File: config.mk
export PLATFORM = sky130hd
export DESIGN_NAME = reg_bus_master
export DESIGN_NICKNAME = d
export VERILOG_FILES = /design/src/rtl/reg_bus_master_pkg.sv /design/src/rtl/reg_bus_timer.sv /design/src/rtl/reg_bus_master.sv
export SDC_FILE = /design/constraint.sdc
export NUM_CORES = 1
export LEC_CHECK = 0
export BUFFER_PORTS_ARGS = -buffer_cell sky130_fd_sc_hd__buf_2
export CORE_MARGIN = 10
export CORE_UTILIZATION = 35
export CTS_CLUSTER_DIAMETER = 80
export DETAILED_ROUTE_END_ITERATION = 10
export PLACE_DENSITY = 0.63
export SLEW_MARGIN = 15
export SYNTH_ARGS = -nofsm -noshare
export SYNTH_HDL_FRONTEND = slang
export SYNTH_SLANG_ARGS = --single-unit
File: constraint.sdc
create_clock -name clk -period 2.4 [get_ports clk]
set_input_delay 0.36 -clock clk [delete_from_list [all_inputs] [get_ports clk]]
set_output_delay 0.36 -clock clk [all_outputs]
set_load 0.02 [all_outputs]
File: src/rtl/reg_bus_master_pkg.sv
// Shared types and constants for register-bus agents.
// Latency: n/a (declarations only).
// Backpressure: n/a.
package reg_bus_master_pkg;

    // Master FSM states.
    typedef enum logic [1:0] {
        IDLE = 2'd0,
        REQ  = 2'd1,
        WAIT = 2'd2,
        RESP = 2'd3
    } reg_bus_state_e;

    // Widest register data any agent is expected to carry.
    localparam int REG_BUS_MAX_W = 64;

    // Read data returned on writes and on error responses.
    localparam logic [REG_BUS_MAX_W-1:0] REG_BUS_RDATA_ERR = '0;

endpackage

File: src/rtl/reg_bus_timer.sv
// Clear/enable cycle counter; expired is high when TIMEOUT_P-1 enabled cycles have elapsed since clear.
// Latency: expired decodes the count register directly (no extra cycle).
// Backpressure: none; the owner stops enabling once expired is acted upon.
//
// Ports:
//   clk, reset_L : clock, synchronous active-low reset
//   clear        : force count to zero (wins over en)
//   en           : advance the count by one
//   expired      : count has reached TIMEOUT_P-1
module reg_bus_timer #(
    parameter int TIMEOUT_P = 8
) (
    input  logic clk,
    input  logic reset_L,
    input  logic clear,
    input  logic en,
    output logic expired
);

    localparam int CNT_W = (TIMEOUT_P > 2) ? $clog2(TIMEOUT_P) : 1;
    localparam logic [CNT_W-1:0] LAST_CNT = CNT_W'(TIMEOUT_P - 1);

    logic [CNT_W-1:0] count;

    always_ff @(posedge clk) begin
        if (!reset_L) begin
            count <= '0;
        end else if (clear) begin
            count <= '0;
        end else if (en) begin
            count <= count + CNT_W'(1);
        end
    end

    assign expired = (count == LAST_CNT);

endmodule

File: src/rtl/reg_bus_master.sv
// Host-to-register-bus master: one transaction at a time, single-cycle req, one-cycle response.
// Latency: accept N -> req N+1 -> ack N+2 -> resp N+3; timeout resp N+2+TIMEOUT_P; undecoded resp N+1.
// Backpressure: host_ready low from accept until the cycle after the response; no response backpressure.
//
// Ports:
//   clk, reset_L                    : clock, synchronous active-low reset
//   host_valid/host_ready           : host handshake
//   host_rd_wr/host_addr/host_wdata : host transaction (1 = read)
//   resp_valid/resp_rdata/resp_err  : one-cycle host response
//   req/rd_wr/addr/write_val        : shared register bus towards the per-register blocks
//   ack_vec/read_val_bus            : per-slot ack and read data, slot i at [i*REG_SIZE_P +: REG_SIZE_P]
//   timeout_cnt                     : saturating error-response count, only with REG_BUS_MASTER_STATS_EN
module reg_bus_master
    import reg_bus_master_pkg::*;
#(
    parameter int REG_SIZE_P  = 32,
    parameter int ADDR_SIZE_P = 4,
    parameter int NUM_REGS_P  = 4,
    parameter int TIMEOUT_P   = 8
) (
    input  logic                           clk,
    input  logic                           reset_L,
    input  logic                           host_valid,
    output logic                           host_ready,
    input  logic                           host_rd_wr,
    input  logic [ADDR_SIZE_P-1:0]         host_addr,
    input  logic [REG_SIZE_P-1:0]          host_wdata,
    output logic                           resp_valid,
    output logic [REG_SIZE_P-1:0]          resp_rdata,
    output logic                           resp_err,
    output logic                           req,
    output logic                           rd_wr,
    output logic [ADDR_SIZE_P-1:0]         addr,
    output logic [REG_SIZE_P-1:0]          write_val,
    input  logic [NUM_REGS_P-1:0]          ack_vec,
    input  logic [NUM_REGS_P*REG_SIZE_P-1:0] read_val_bus
`ifdef REG_BUS_MASTER_STATS_EN
    ,
    output logic [15:0]                    timeout_cnt
`endif
);

    localparam logic [ADDR_SIZE_P:0]  NUM_REGS_L = (ADDR_SIZE_P + 1)'(NUM_REGS_P);
    localparam logic [REG_SIZE_P-1:0] RDATA_ERR  = REG_BUS_RDATA_ERR[REG_SIZE_P-1:0];

    reg_bus_state_e        state;
    logic                  host_fire;
    logic                  host_decoded;
    logic                  ack_sel;
    logic [REG_SIZE_P-1:0] rdata_sel;
    logic                  timer_clear;
    logic                  timer_en;
    logic                  timer_expired;

    assign host_fire    = (state == IDLE) && host_valid && host_ready;
    // Extra MSB keeps the compare correct when NUM_REGS_P == 2**ADDR_SIZE_P.
    assign host_decoded = ({1'b0, host_addr} < NUM_REGS_L);

    // Only the addressed slot is looked at; acks from other slots are dropped here.
    always_comb begin
        ack_sel   = 1'b0;
        rdata_sel = '0;
        for (int i = 0; i < NUM_REGS_P; i++) begin
            if (addr == ADDR_SIZE_P'(i)) begin
                ack_sel   = ack_vec[i];
                rdata_sel = read_val_bus[i*REG_SIZE_P +: REG_SIZE_P];
            end
        end
    end

    // Counter is zeroed during REQ so the first WAIT cycle sees count 0.
    assign timer_clear = (state == REQ);
    assign timer_en    = (state == WAIT) && !ack_sel;

    reg_bus_timer #(
        .TIMEOUT_P (TIMEOUT_P)
    ) u_timer (
        .clk     (clk),
        .reset_L (reset_L),
        .clear   (timer_clear),
        .en      (timer_en),
        .expired (timer_expired)
    );

    always_ff @(posedge clk) begin
        if (!reset_L) begin
            state      <= IDLE;
            host_ready <= 1'b0;
            resp_valid <= 1'b0;
            resp_rdata <= '0;
            resp_err   <= 1'b0;
            req        <= 1'b0;
            rd_wr      <= 1'b0;
            addr       <= '0;
            write_val  <= '0;
        end else begin
            case (state)
                IDLE: begin
                    host_ready <= 1'b1;
                    resp_valid <= 1'b0;
                    if (host_fire) begin
                        host_ready <= 1'b0;
                        rd_wr      <= host_rd_wr;
                        addr       <= host_addr;
                        write_val  <= host_wdata;
                        if (host_decoded) begin
                            req   <= 1'b1;
                            state <= REQ;
                        end else begin
                            // Undecoded: skip the bus entirely and answer next cycle.
                            resp_valid <= 1'b1;
                            resp_rdata <= RDATA_ERR;
                            resp_err   <= 1'b1;
                            state      <= RESP;
                        end
                    end
                end
                REQ: begin
                    req   <= 1'b0;
                    state <= WAIT;
                end
                WAIT: begin
                    // Ack is tested first so it wins over a coincident timeout.
                    if (ack_sel) begin
                        resp_valid <= 1'b1;
                        resp_rdata <= rd_wr ? rdata_sel : RDATA_ERR;
                        resp_err   <= 1'b0;
                        state      <= RESP;
                    end else if (timer_expired) begin
                        resp_valid <= 1'b1;
                        resp_rdata <= RDATA_ERR;
                        resp_err   <= 1'b1;
                        state      <= RESP;
                    end
                end
                RESP: begin
                    resp_valid <= 1'b0;
                    resp_rdata <= '0;
                    resp_err   <= 1'b0;
                    host_ready <= 1'b1;
                    state      <= IDLE;
                end
                default: begin
                    state <= IDLE;
                end
            endcase
        end
    end

`ifdef REG_BUS_MASTER_STATS_EN
    logic err_event;

    assign err_event = (host_fire && !host_decoded) ||
                       ((state == WAIT) && !ack_sel && timer_expired);

    always_ff @(posedge clk) begin
        if (!reset_L) begin
            timeout_cnt <= '0;
        end else if (err_event && (timeout_cnt != 16'hFFFF)) begin
            timeout_cnt <= timeout_cnt + 16'd1;
        end
    end
`endif

endmodule

==> impl_metrics.xml <==
<?xml version="1.0" encoding="UTF-8"?>
<metrics>
  <group name="status">
    <metric name="run_status" unit="">complete, no violations</metric>
  </group>
  <group name="global_route">
    <metric name="grt_first_pass_wirelength" unit="um">24400</metric>
    <metric name="globalRoute.totalOverflow" unit="">0</metric>
    <metric name="via_count_of_the_first_global_routing_pass" unit="">4561</metric>
    <metric name="grt_usage" unit="%">18.1</metric>
    <metric name="antenna_found_initial" unit="">1</metric>
    <metric name="grt_start_max_net_pins" unit="">80</metric>
  </group>
  <group name="routing">
    <metric name="detail_route.wl_per_cell" unit="um">18.4</metric>
    <metric name="drcViolationCount" unit="">0</metric>
    <metric name="wl_met1" unit="um">6230</metric>
    <metric name="dr.pass1.iters" unit="">4</metric>
    <metric name="top_layer_used" unit="">met4</metric>
    <metric name="wirelength" unit="um">15800</metric>
    <metric name="met3WireLength" unit="um">2040</metric>
    <metric name="via_count" unit="">4359</metric>
    <metric name="detailroute.wirelength.met2" unit="um">7360</metric>
    <metric name="antenna_left" unit="">0</metric>
    <metric name="dr.first_iter.drc_count" unit="">207</metric>
    <metric name="viasPerCell" unit="">5.10</metric>
  </group>
  <group name="floorplan">
    <metric name="fp.dieW" unit="um">130</metric>
    <metric name="die_height" unit="um">130</metric>
    <metric name="dieArea" unit="sq mm">0.0168</metric>
    <metric name="initial_core_util" unit="%">36.3</metric>
    <metric name="floorplan.io_pins" unit="">245</metric>
    <metric name="core_region_area" unit="sq mm">0.0116</metric>
    <metric name="floorplan.rows" unit="">39</metric>
  </group>
  <group name="timing">
    <metric name="slew_violations" unit="">0</metric>
    <metric name="final_hold_violation_count" unit="">0</metric>
    <metric name="fmax" unit="GHz">0.466</metric>
    <metric name="timing.final.crit_period" unit="ns">2.14</metric>
    <metric name="final.setup_skew" unit="ns">0.00666</metric>
    <metric name="rsz0062_at_grt" unit="">no</metric>
    <metric name="tightestPinTransition" unit="ns">1.20</metric>
    <metric name="hold_slack" unit="ns">0.275</metric>
    <metric name="slew_headroom" unit="%">20.2</metric>
    <metric name="min_period_over_period" unit="%">89.4</metric>
    <metric name="final-setup-viol-count" unit="">0</metric>
    <metric name="setup_tns" unit="ns">0</metric>
    <metric name="final_critical_path_setup_slack" unit="ns">0.256</metric>
  </group>
  <group name="critical_path">
    <metric name="worstSetupPathType" unit="">reg2reg</metric>
    <metric name="path_cells" unit="">inv_1 -&gt; ha_1 -&gt; and3_1 -&gt; nand4_1 -&gt; o21ai_2</metric>
    <metric name="cp_data_required_time" unit="ns">2.66</metric>
    <metric name="critical_path.startpoint_type" unit="">flip-flop</metric>
    <metric name="crit_fanout" unit="">32</metric>
    <metric name="ff2ff_setup_slack" unit="ns">0.26</metric>
    <metric name="r2r-end" unit="">resp_rdata[0]</metric>
    <metric name="r2r_cells" unit="">5</metric>
    <metric name="cp.arrival" unit="ns">2.41</metric>
    <metric name="critPathCaptureType" unit="">flip-flop</metric>
    <metric name="critical_path.n_buffers_inverters" unit="">1</metric>
    <metric name="cp_peak_stage_delay" unit="ns">0.98</metric>
    <metric name="critical-path-slowest-cell" unit="">sky130_fd_sc_hd__and3_1</metric>
    <metric name="crit_family" unit="">simple AND/OR/NAND/NOR gates</metric>
    <metric name="crit-reg2reg-launch" unit="">state[0]</metric>
  </group>
  <group name="placed_design">
    <metric name="gp_congestion" unit="">0.877</metric>
    <metric name="io_buffers" unit="">244</metric>
    <metric name="detailed_place_hpwl" unit="um">12500</metric>
    <metric name="post-place-ws" unit="ns">0.279</metric>
    <metric name="dp.cells" unit="">837</metric>
  </group>
  <group name="clock_network">
    <metric name="htree_num_levels" unit="">3</metric>
    <metric name="clkSinkCount" unit="">78</metric>
    <metric name="post-cts-setup-buffer-count" unit="">0</metric>
    <metric name="ctsRootBufferMaster" unit="">sky130_fd_sc_hd__clkbuf_16</metric>
    <metric name="cts_tree" unit="">done</metric>
    <metric name="path_clk_slew" unit="ns">0.06</metric>
    <metric name="skew_pair_late_insertion_delay" unit="ns">0.33</metric>
    <metric name="cts_buffers" unit="">9</metric>
    <metric name="ctsResizeCount" unit="">0</metric>
    <metric name="ctsHoldBuffers" unit="">0</metric>
    <metric name="clock_path_buffers" unit="">2</metric>
  </group>
  <group name="worst_hold_path">
    <metric name="hold-path-cell-count" unit="">3</metric>
    <metric name="hold_path.class" unit="">in2reg</metric>
    <metric name="worst_hold_path.endpoint" unit="">write_val[8]</metric>
    <metric name="hold_path.startpoint" unit="">host_wdata[8]</metric>
  </group>
  <group name="logic_synthesis">
    <metric name="postSynthAreaPerCell" unit="sq um">8.64</metric>
    <metric name="asr_flop_ratio_synth" unit="%">0</metric>
    <metric name="synthesized_instance_count" unit="">486</metric>
    <metric name="synth_flop_cell" unit="">sky130_fd_sc_hd__dfxtp_1</metric>
    <metric name="syn_nets" unit="">665</metric>
    <metric name="synth_area" unit="sq mm">0.00420</metric>
    <metric name="synth.most_common_cell" unit="">sky130_fd_sc_hd__nand2_1</metric>
    <metric name="synth_commonest_cells" unit="">113 x sky130_fd_sc_hd__nand2_1, 78 x sky130_fd_sc_hd__dfxtp_1, 37 x sky130_fd_sc_hd__a21boi_0</metric>
    <metric name="postSynthRegisterBits" unit="">78</metric>
    <metric name="synth.lib_cells_used.distinct" unit="">34</metric>
    <metric name="synthDominantAreaCellType" unit="">sky130_fd_sc_hd__dfxtp_1</metric>
    <metric name="ys_warn_count" unit="">0</metric>
    <metric name="seq_area_frac_synth" unit="%">37.2</metric>
    <metric name="synth_top_area_share" unit="%">37.2</metric>
    <metric name="synth-edff-count" unit="">0</metric>
    <metric name="top_post_synthesis_cells_by_area" unit="">sky130_fd_sc_hd__dfxtp_1 37%, sky130_fd_sc_hd__nand2_1 10%, sky130_fd_sc_hd__a21boi_0 6.6%</metric>
  </group>
  <group name="finish">
    <metric name="fillers" unit="">1128</metric>
    <metric name="multi_input_comb_area" unit="sq mm">0.00242</metric>
    <metric name="final_core_util" unit="%">50.2</metric>
    <metric name="synthToLayoutAreaGrowth" unit="%">38.3</metric>
    <metric name="final-seq-area" unit="sq mm">0.00157</metric>
    <metric name="fin_cells" unit="">854</metric>
    <metric name="drive_gt1_share" unit="%">44.6</metric>
    <metric name="finish.net_count" unit="">884</metric>
  </group>
  <group name="power">
    <metric name="powerDensity" unit="mW/mm^2">839</metric>
    <metric name="power.leakage" unit="nW">2.56</metric>
    <metric name="vdd_drop_max" unit="V">0.000604</metric>
  </group>
  <group name="job">
    <metric name="cap_violations" unit="">0</metric>
  </group>
</metrics>
## registers in the layout, summed over array words and instances, names as in the netlist
name           cells
resp_err           1
host_ready         1
resp_rdata        32
u_timer.count      3
addr               4
rd_wr              1
resp_valid         1
req                1
write_val         32
state              2
## worst min-delay path: stages
cell,delay [ns]
sky130_fd_sc_hd__buf_2,0.09
sky130_fd_sc_hd__nand2_1,0.04
sky130_fd_sc_hd__a21boi_0,0.06
## power by group
| part | internal (mW) | switching, mW | total, mW |
|---|---|---|---|
| clock network | 0.709 | 0.563 | 1.27 |
| logic | 0.748 | 1.32 | 2.07 |
| registers | 1.43 | 0.0973 | 1.53 |
| total | 2.89 | 1.98 | 4.87 |
## cells in the final DEF (no fill, tap or decap), types with 3 or more instances in the layout
master / n
sky130_fd_sc_hd__a21oi_1: 24
sky130_fd_sc_hd__inv_1: 3
sky130_fd_sc_hd__buf_12: 4
sky130_fd_sc_hd__clkbuf_16: 9
sky130_fd_sc_hd__a21boi_0: 37
sky130_fd_sc_hd__nand2b_1: 5
sky130_fd_sc_hd__dfxtp_1: 77
sky130_fd_sc_hd__clkinvlp_4: 4
sky130_fd_sc_hd__nor2b_1: 23
sky130_fd_sc_hd__buf_4: 6
sky130_fd_sc_hd__o21ai_2: 30
sky130_fd_sc_hd__nand4_1: 32
sky130_fd_sc_hd__nor2_1: 4
sky130_fd_sc_hd__a211oi_1: 22
sky130_fd_sc_hd__o21ai_0: 7
sky130_fd_sc_hd__buf_2: 244
sky130_fd_sc_hd__ha_1: 7
sky130_fd_sc_hd__nand2_1: 113
sky130_fd_sc_hd__mux2i_1: 27
sky130_fd_sc_hd__mux4_2: 10
## layout make-up
cell class	count	share of cell area, %
diodes	1	0.0431
clock buffers	9	3.88
clock inverters	7	0.969
inverters	3	0.194
multi-input cells	359	41.7
flip-flops and latches	78	26.9
well taps	143	3.08
repair buffers	254	23.2
## through the flow
step | instance area (sq um) | total power, mW
floorplan | 4200 | 3.00
global placement | 5520 | 3.59
detailed placement | 5520 | 3.64
CTS | 5810 | 4.92
global route | 5810 | 5.21
finish | 5810 | 4.87
## metal layers
layer	GRT usage, %	vias up
li1	-	2165
met1	19.9	1977
met2	31.1	208
met3	9.01	9
met4	3.51	0
met5	0	-
## cell families after synthesis
logic type	Yosys count	share of synthesized area, %
xor gates and xnor gates	1	0.209
AOI/OAI and AO/OA	129	22.6
DFF	78	37.2
adders and majority gates	7	2.09
buffers and inverters	49	5.51
muxes	37	11.8
and+or+nand+nor	185	20.6
## how the worst max path moves through the flow
stage / startpoint / endpoint / slack [ns] / depth (start not counted)
finish: state[0] / resp_rdata[0] / 0.26 / 5
global route: state[0] / resp_rdata[17] / 0.06 / 5
CTS: state[0] / resp_rdata[0] / 0.26 / 5
detailed placement: state[0] / resp_rdata[0] / 0.28 / 5
global placement: addr[1] / resp_rdata[10] / 0.39 / 6
floorplan: addr[1] / resp_rdata[0] / 0.49 / 7
No activity file was read; power rests on OpenSTA's default activity.
